## src/rtl/dds_pkg.sv

```systemverilog
// ----------------------------------------------------------------------------
// dds_pkg
//   Shared definitions for the DDS frequency-sweep scheduler: default widths,
//   sweep mode / FSM state encodings and sweep direction constants.
// ----------------------------------------------------------------------------
package dds_pkg;

    localparam int DDS_FCW_W   = 64;  // frequency control word width
    localparam int DDS_DWELL_W = 24;  // dwell counter width (clk cycles per point)

    // cfg_mode encoding; the fourth code (2'd3) is reserved and behaves as single.
    typedef enum logic [1:0] {
        MODE_SINGLE = 2'd0,
        MODE_REPEAT = 2'd1,
        MODE_TRI    = 2'd2
    } sweep_mode_t;

    typedef enum logic [1:0] {
        ST_IDLE = 2'd0,
        ST_RUN  = 2'd1,
        ST_STEP = 2'd2
    } sweep_state_t;

    localparam logic DIR_UP   = 1'b0;
    localparam logic DIR_DOWN = 1'b1;

endpackage : dds_pkg

```

## src/rtl/dds_dwell_timer.sv

```systemverilog
// ----------------------------------------------------------------------------
// dds_dwell_timer
//   Down-counter that times how long one sweep point is held.
//   Ports:
//     clk       system clock
//     rst       synchronous reset, active-high
//     load_i    (re)load the counter with dwell_i for a new point
//     en_i      count while a sweep is active
//     dwell_i   cycles per point; 0 is treated as 1
//     expire_o  high during the last cycle of the current point
// ----------------------------------------------------------------------------
module dds_dwell_timer
    import dds_pkg::*;
#(
    parameter int DWELL_W = DDS_DWELL_W
) (
    input  logic               clk,
    input  logic               rst,
    input  logic               load_i,
    input  logic               en_i,
    input  logic [DWELL_W-1:0] dwell_i,
    output logic               expire_o
);

    logic [DWELL_W-1:0] count_q, count_d;

    always_comb begin
        count_d = count_q;
        if (load_i) begin
            count_d = (dwell_i == '0) ? DWELL_W'(1) : dwell_i;
        end else if (en_i && count_q != '0) begin
            count_d = count_q - DWELL_W'(1);
        end
    end

    // NOTE: state registers use non-blocking assignments so every flop samples
    // the pre-edge values, independent of block evaluation order.
    always_ff @(posedge clk) begin
        if (rst) count_q <= '0;
        else     count_q <= count_d;
    end

    // The count was loaded with the dwell on the cycle the point first appears,
    // so reaching 1 marks the final cycle of that point.
    assign expire_o = en_i && (count_q == DWELL_W'(1));

endmodule : dds_dwell_timer

```

## src/rtl/dds_sweep_ctrl.sv

```systemverilog
// ----------------------------------------------------------------------------
// dds_sweep_ctrl
//   Frequency-sweep scheduler for the DDS carrier path. Steps a frequency
//   control word from start to stop in fixed increments, holding each point
//   for a programmable number of cycles (single, sawtooth-repeat or triangle).
//   Ports:
//     clk, rst                  clock, synchronous active-high reset
//     cfg_valid / cfg_ready     config write handshake (ready only in IDLE)
//     cfg_start/stop/step       sweep limits and increment (FCW units)
//     cfg_dwell                 cycles per point (0 behaves as 1)
//     cfg_mode                  0 single, 1 repeat, 2 triangle, 3 as single
//     go / abort                start (IDLE only) / stop at once
//     fcw_out / fcw_upd         current FCW and its change strobe
//     busy / done / cfg_err     activity, end-of-single pulse, sticky config error
// ----------------------------------------------------------------------------
module dds_sweep_ctrl
    import dds_pkg::*;
#(
    parameter int FCW_W   = DDS_FCW_W,
    parameter int DWELL_W = DDS_DWELL_W
) (
    input  logic               clk,
    input  logic               rst,
    input  logic               cfg_valid,
    output logic               cfg_ready,
    input  logic [FCW_W-1:0]   cfg_start,
    input  logic [FCW_W-1:0]   cfg_stop,
    input  logic [FCW_W-1:0]   cfg_step,
    input  logic [DWELL_W-1:0] cfg_dwell,
    input  logic [1:0]         cfg_mode,
    input  logic               go,
    input  logic               abort,
    output logic [FCW_W-1:0]   fcw_out,
    output logic               fcw_upd,
    output logic               busy,
    output logic               done,
    output logic               cfg_err
);

    sweep_state_t       state_q, state_d, phase;
    logic               dir_q, dir_d;
    logic [FCW_W-1:0]   fcw_q, fcw_d, nxt;
    logic               upd_q, upd_d, done_q, done_d, err_q, err_d;
    logic [FCW_W-1:0]   start_q, stop_q, step_q;
    logic [DWELL_W-1:0] dwell_q;
    logic [1:0]         mode_q;
    logic               cfg_acc, cfg_ok, timer_load, expire;
    logic [FCW_W:0]     up_sum, dn_diff;
    logic [FCW_W-1:0]   up_nxt, dn_nxt;

    assign cfg_ready = (state_q == ST_IDLE);
    assign cfg_acc   = cfg_valid && cfg_ready;
    assign cfg_ok    = (step_q != '0) && (stop_q >= start_q);

    // Clamped neighbours of the current point. The extra MSB catches a carry
    // out of the top of the FCW range (up) or a borrow below zero (down).
    assign up_sum  = {1'b0, fcw_q} + {1'b0, step_q};
    assign dn_diff = {1'b0, fcw_q} - {1'b0, step_q};
    assign up_nxt  = (up_sum[FCW_W] || up_sum[FCW_W-1:0] > stop_q) ? stop_q : up_sum[FCW_W-1:0];
    assign dn_nxt  = (dn_diff[FCW_W] || dn_diff[FCW_W-1:0] < start_q) ? start_q : dn_diff[FCW_W-1:0];

    dds_dwell_timer #(.DWELL_W(DWELL_W)) u_dwell (
        .clk     (clk),
        .rst     (rst),
        .load_i  (timer_load),
        .en_i    (state_q == ST_RUN),
        .dwell_i (dwell_q),
        .expire_o(expire)
    );

    // STEP is decided in the same cycle the dwell expires, so it never
    // occupies a cycle of its own: the next point shows up right after expiry.
    assign phase = (state_q == ST_RUN && expire) ? ST_STEP : state_q;

    // NOTE: every signal driven here gets a default first so no path leaves
    // it unassigned, which would otherwise infer a latch.
    always_comb begin
        state_d    = state_q;
        dir_d      = dir_q;
        fcw_d      = fcw_q;
        upd_d      = 1'b0;
        done_d     = 1'b0;
        err_d      = err_q;
        timer_load = 1'b0;
        nxt        = fcw_q;

        if (cfg_acc) err_d = 1'b0;

        case (phase)
            ST_IDLE: begin
                // go is judged against the config already held; a failed go
                // flags the error even if a new config lands in the same cycle.
                if (go && !abort) begin
                    if (cfg_ok) begin
                        state_d    = ST_RUN;
                        dir_d      = DIR_UP;
                        fcw_d      = start_q;
                        upd_d      = 1'b1;
                        timer_load = 1'b1;
                    end else begin
                        err_d = 1'b1;
                    end
                end
            end
            ST_RUN: begin
                if (abort) state_d = ST_IDLE;
            end
            ST_STEP: begin
                if (abort) begin
                    state_d = ST_IDLE;
                end else if (dir_q == DIR_UP && fcw_q == stop_q &&
                             mode_q != MODE_REPEAT && mode_q != MODE_TRI) begin
                    // Single (and reserved) mode ends on the stop point.
                    state_d = ST_IDLE;
                    done_d  = 1'b1;
                end else begin
                    if (dir_q == DIR_UP && fcw_q == stop_q) begin
                        if (mode_q == MODE_REPEAT) begin
                            nxt = start_q;
                        end else begin
                            dir_d = DIR_DOWN;
                            nxt   = dn_nxt;
                        end
                    end else if (dir_q == DIR_DOWN && fcw_q == start_q) begin
                        dir_d = DIR_UP;
                        nxt   = up_nxt;
                    end else begin
                        nxt = (dir_q == DIR_UP) ? up_nxt : dn_nxt;
                    end
                    fcw_d      = nxt;
                    upd_d      = (nxt != fcw_q);
                    timer_load = 1'b1;
                end
            end
            default: state_d = ST_IDLE;
        endcase
    end

    always_ff @(posedge clk) begin
        if (rst) begin
            state_q <= ST_IDLE;
            dir_q   <= DIR_UP;
            fcw_q   <= '0;
            upd_q   <= 1'b0;
            done_q  <= 1'b0;
            err_q   <= 1'b0;
            start_q <= '0;
            stop_q  <= '0;
            step_q  <= '0;
            dwell_q <= '0;
            mode_q  <= '0;
        end else begin
            state_q <= state_d;
            dir_q   <= dir_d;
            fcw_q   <= fcw_d;
            upd_q   <= upd_d;
            done_q  <= done_d;
            err_q   <= err_d;
            if (cfg_acc) begin
                start_q <= cfg_start;
                stop_q  <= cfg_stop;
                step_q  <= cfg_step;
                dwell_q <= cfg_dwell;
                mode_q  <= cfg_mode;
            end
        end
    end

    assign fcw_out = fcw_q;
    assign fcw_upd = upd_q;
    assign busy    = (state_q != ST_IDLE);
    assign done    = done_q;
    assign cfg_err = err_q;

endmodule : dds_sweep_ctrl

```

## config.mk

```make
export PLATFORM = sky130hd
export DESIGN_NAME = dds_sweep_ctrl
export DESIGN_NICKNAME = d
export VERILOG_FILES = /design/src/rtl/dds_pkg.sv /design/src/rtl/dds_dwell_timer.sv /design/src/rtl/dds_sweep_ctrl.sv
export SDC_FILE = /design/constraint.sdc
export NUM_CORES = 2
export LEC_CHECK = 0
export ABC_AREA = 1
export CAP_MARGIN = 30
export CORE_MARGIN = 2
export CORE_UTILIZATION = 29
export DETAILED_ROUTE_END_ITERATION = 10
export HOLD_SLACK_MARGIN = 0.08
export PLACE_DENSITY_LB_ADDON = 0.25
export RECOVER_POWER = 25
export SYNTH_ARGS = -nofsm -noshare
export SYNTH_HDL_FRONTEND = slang
export SYNTH_SLANG_ARGS = --single-unit
```

## constraint.sdc

```tcl
create_clock -name clk -period 9.8 [get_ports clk]
set_clock_uncertainty 0.15 [all_clocks]
set_input_delay 1.47 -clock clk [delete_from_list [all_inputs] [get_ports clk]]
set_output_delay 1.47 -clock clk [all_outputs]
set_load 0.1 [all_outputs]
```

==> out/results.tsv <==
stage	metric	value	unit
routing	wl_met1	89.5	mm
routing	num_vias	40900	
placed_design	port_buffers	291	
clocking	htreeDepth	2	
sta	max_freq	129	MHz
routing	top_layer	met5	
global_route	grt_use_total	31.8	%
job	cap_violations	2	
clocking	cts_setup_buffers	0	
worst_setup_path	reg2reg_slack	2100	ps
final_layout	fillCellCount	13000	
routing	wl_met3	19.3	mm
worst_setup_path	cp_slowest_cell	clkinvlp_2	
synthesis	synth_fp_nets	6399	
worst_setup_path	cp_max_fo	117	
sta	fin_ws	2050	ps
placed_design	place_inst	7517	
pwr	p_clk_share	22.4	%
die	start_util	29.2	%
final_layout	regArea	6230	um2
worst_setup_path	crit_path_start_kind	input port	
sta	setup_viol	0	
synthesis	ys_types	54	
clocking	clk_pin_slew	60	ps
routing	ant_nets	0	
final_layout	area_growth_syn_to_layout	18.3	%
synthesis	yosysWarnings	0	
synthesis	synth.top_cell.area_share	18.4	%
sta	maxSlewHeadroom	-154	%
pwr	finalPower	7.90	mW
clocking	clk_latency	650	ps
clocking	cts_tree	built	
global_route	grt_max_degree	164	
final_layout	fin_cells	7599	
pwr	intPower	3.69	mW
clocking	postCtsHoldBufs	0	
worst_setup_path	critPathKind	in -> reg	
synthesis	yosysSeqAreaShare	18.4	%
synthesis	ys_ff_latch	311	
sta	holdWs	330	ps
placed_design	place_congestion	1.06	
worst_setup_path	max_stage_delay	3070	ps
worst_setup_path	r2r_start	fcw_out[24]	
final_layout	final_core_util	34.6	%
die	die_y	346	um
clocking	clockRootBuffer	clkbuf_16	
die	core_area	116000	um2
global_route	grt_first_pass_wirelength	276	mm
global_route	grt_pass1_vias	38100	
global_route	antenna_found_initial	9	
worst_setup_path	crit_required	10130	ps
pwr	pwr-share-seq	19.6	%
die	die_w	346	um
sta	worstMarginPinSlew	3800	ps
synthesis	yosys-top-cells-area	dfxtp_1 (18%), nand2_1 (18%), ha_1 (12%)	
synthesis	syn-instance-count	5853	
pwr	p_switching	4.22	mW
global_route	grt_overflow	0	
clocking	cts_buffer_depth	3	
worst_setup_path	worstPathCellList	dlygate4sd3_1 -> clkbuf_1 -> clkinvlp_2 -> clkbuf_1 -> o21ai_0 -> a21oi_1	
sta	hold_viol	0	
sta	rsz0062_at_grt	no	
pwr	swShare	53.3	%
synthesis	synth_largest_area_cell	dfxtp_1	
routing	drc_errors	0	
clocking	numCtsBuffers	44	
die	die-area	120000	um2
placed_design	placed_cell_area	38600	um2
sta	period_minus_slack	7750	ps
clocking	cts_resized	0	
pwr	power.static_leakage	20.0	nW
final_layout	nets	6585	
worst_setup_path	reg2reg_depth	32	
sta	period_share	79.1	%
routing	wl_met2	79.5	mm
clocking	cts.sink_count	311	
synthesis	syn_area	33900	um2
sta	tns	0	ps
sta	drv_slew	158	
routing	wirelength	197	mm
worst_hold_path	min_from	dwell_q[2]	
worst_setup_path	cp-end-kind	register	
worst_setup_path	cp-endpoint	step_q[31]	
final_layout	multi_input_area	23100	um2
worst_setup_path	critPathArrivalTime	8080	ps
die	rows	125	
placed_design	post-place-ws	2350	ps
final_layout	drive_gt1_share	3.74	%
routing	drt_iter0_drc	4989	
final_layout	stdcell_area	40100	um2
routing	drtPass1Iterations	8	
pwr	power_frac_comb	57.9	%
worst_hold_path	hp-class	reg -> reg	
die	pin_count	292	
routing	wire_per_inst	26.0	um
pwr	power_density	197	nW/um2
pwr	ir_worst_vdd	0.120	mV
synthesis	avgSynthCellArea	5.79	um2
worst_setup_path	crit_start	rst	
routing	avgViaCountPerCell	5.38	
outcome	outcome	finished, violations left	
placed_design	dpl.hpwl	162	mm
worst_setup_path	rr_endpoint	fcw_upd	
worst_setup_path	cpMostUsedCell	clkbuf_1	
outcome	violations	capacitance limit, slew limit	
cell usage in the layout (no fill, tap or decap), types with 11 or more instances in the layout:
master           Yosys  routed
xor2_1             140     140
clkbuf_1           108      11
inv_1              895     893
o21ai_1             28      28
nand3b_1            21      21
o21a_1              11      11
o21ai_0            363     363
a21oi_1            479     479
nand2_1           1625    1623
nor2_1             508     507
o211ai_1           136     136
xnor2_1             22      22
nand3_1            448     446
clkbuf_16            0      44
nand2_2             14      14
clkdlybuf4s50_1      0     289
nand4_1             86      86
dfxtp_1            311     311
nor4_1              19      19
inv_2               42      43
buf_16               0      13
nor3_1              44      44
o21bai_1            22      22
o22ai_1             12      12
ha_1               321     321
buf_4               19      60
cells by family (layout without fill, tap and decap cells):
| kind of cell | count (synthesis) | in the layout | synth area share [%] |
|---|---|---|---|
| compound gates | 1091 | 1091 | 17.8 |
| simple gates | 2791 | 2791 | 34.1 |
| buf+inv | 1175 | 1394 | 13.6 |
| flops | 311 | 311 | 18.4 |
| xor+xnor | 162 | 162 | 4.19 |
| fa+ha+maj | 323 | 323 | 12.0 |
| other cells | 0 | 3 | 0 |
layer usage:
| metal | GRT usage (%) | vias up |
|---|---|---|
| li1 | - | 19200 |
| met3 | 6.09 | 305 |
| met2 | 46.2 | 2013 |
| met5 | 0 | - |
| met1 | 45.6 | 19300 |
| met4 | 12.5 | 2 |
power groups by stage:
stage	combinational, mW	clock, mW	sequential (mW)
after floorplan	2.54	0	1.71
after global placement	4.39	0	1.57
after detailed placement	4.41	0	1.57
after CTS	4.43	1.81	1.54
after global routing	4.91	1.84	1.56
final	4.58	1.77	1.55
synth_stat cells, drive strengths merged:
cell	n
clkinv	7
and2	5
o22ai	12
xnor2	22
a21o	6
nand3	449
inv	937
o21ai	392
o31ai	1
fa	2
dfxtp	311
a31o	1
nor4	19
nor3b	1
clkbuf	108
or3	1
nand3b	21
xor2	140
and3	6
a31oi	6
nor4b	2
o221ai	8
o21bai	22
a2111oi	1
buf	123
nand4	86
o211ai	137
nand2	1641
nor3	45
a221oi	1
ha	321
a211oi	7
a21oi	483
nor2	509
o21a	11
a21boi	3
nand2b	1
or2	5
critical path, delay by kind of cell:
family,cells,cell delay (ps)
buffers and inverters,4,5680
AO/OA/AOI/OAI,2,870
how the worst min path moves through the flow:
stage,end,cells after the start
4_1_cts,dwell_q[11],2
5_1_grt,dwell_q[1],2
2_1_floorplan,dwell_q[4],2
3_5_place_dp,dwell_q[11],2
3_3_place_gp,cfg_err,2
6_report,dwell_q[2],2
area by class of cell:
cell class,count,area share (%)
sequential,311,15.5
clock inverter,18,0.721
antenna,3,0.0187
multi-input combinational,4367,57.6
clock buffer,61,3.10
inverter,944,8.84
timing repair buffer,371,9.47
tap,1524,4.75
state kept, by name, indices dropped and copies added, names as in the netlist:
signal           cells
step_q              64
dwell_q             24
start_q             64
state_q              1
u_dwell.count_q     24
mode_q               2
fcw_out             64
fcw_upd              1
stop_q              64
dir_q                1
cfg_err              1
done                 1
(Power assumes the default switching activity.)
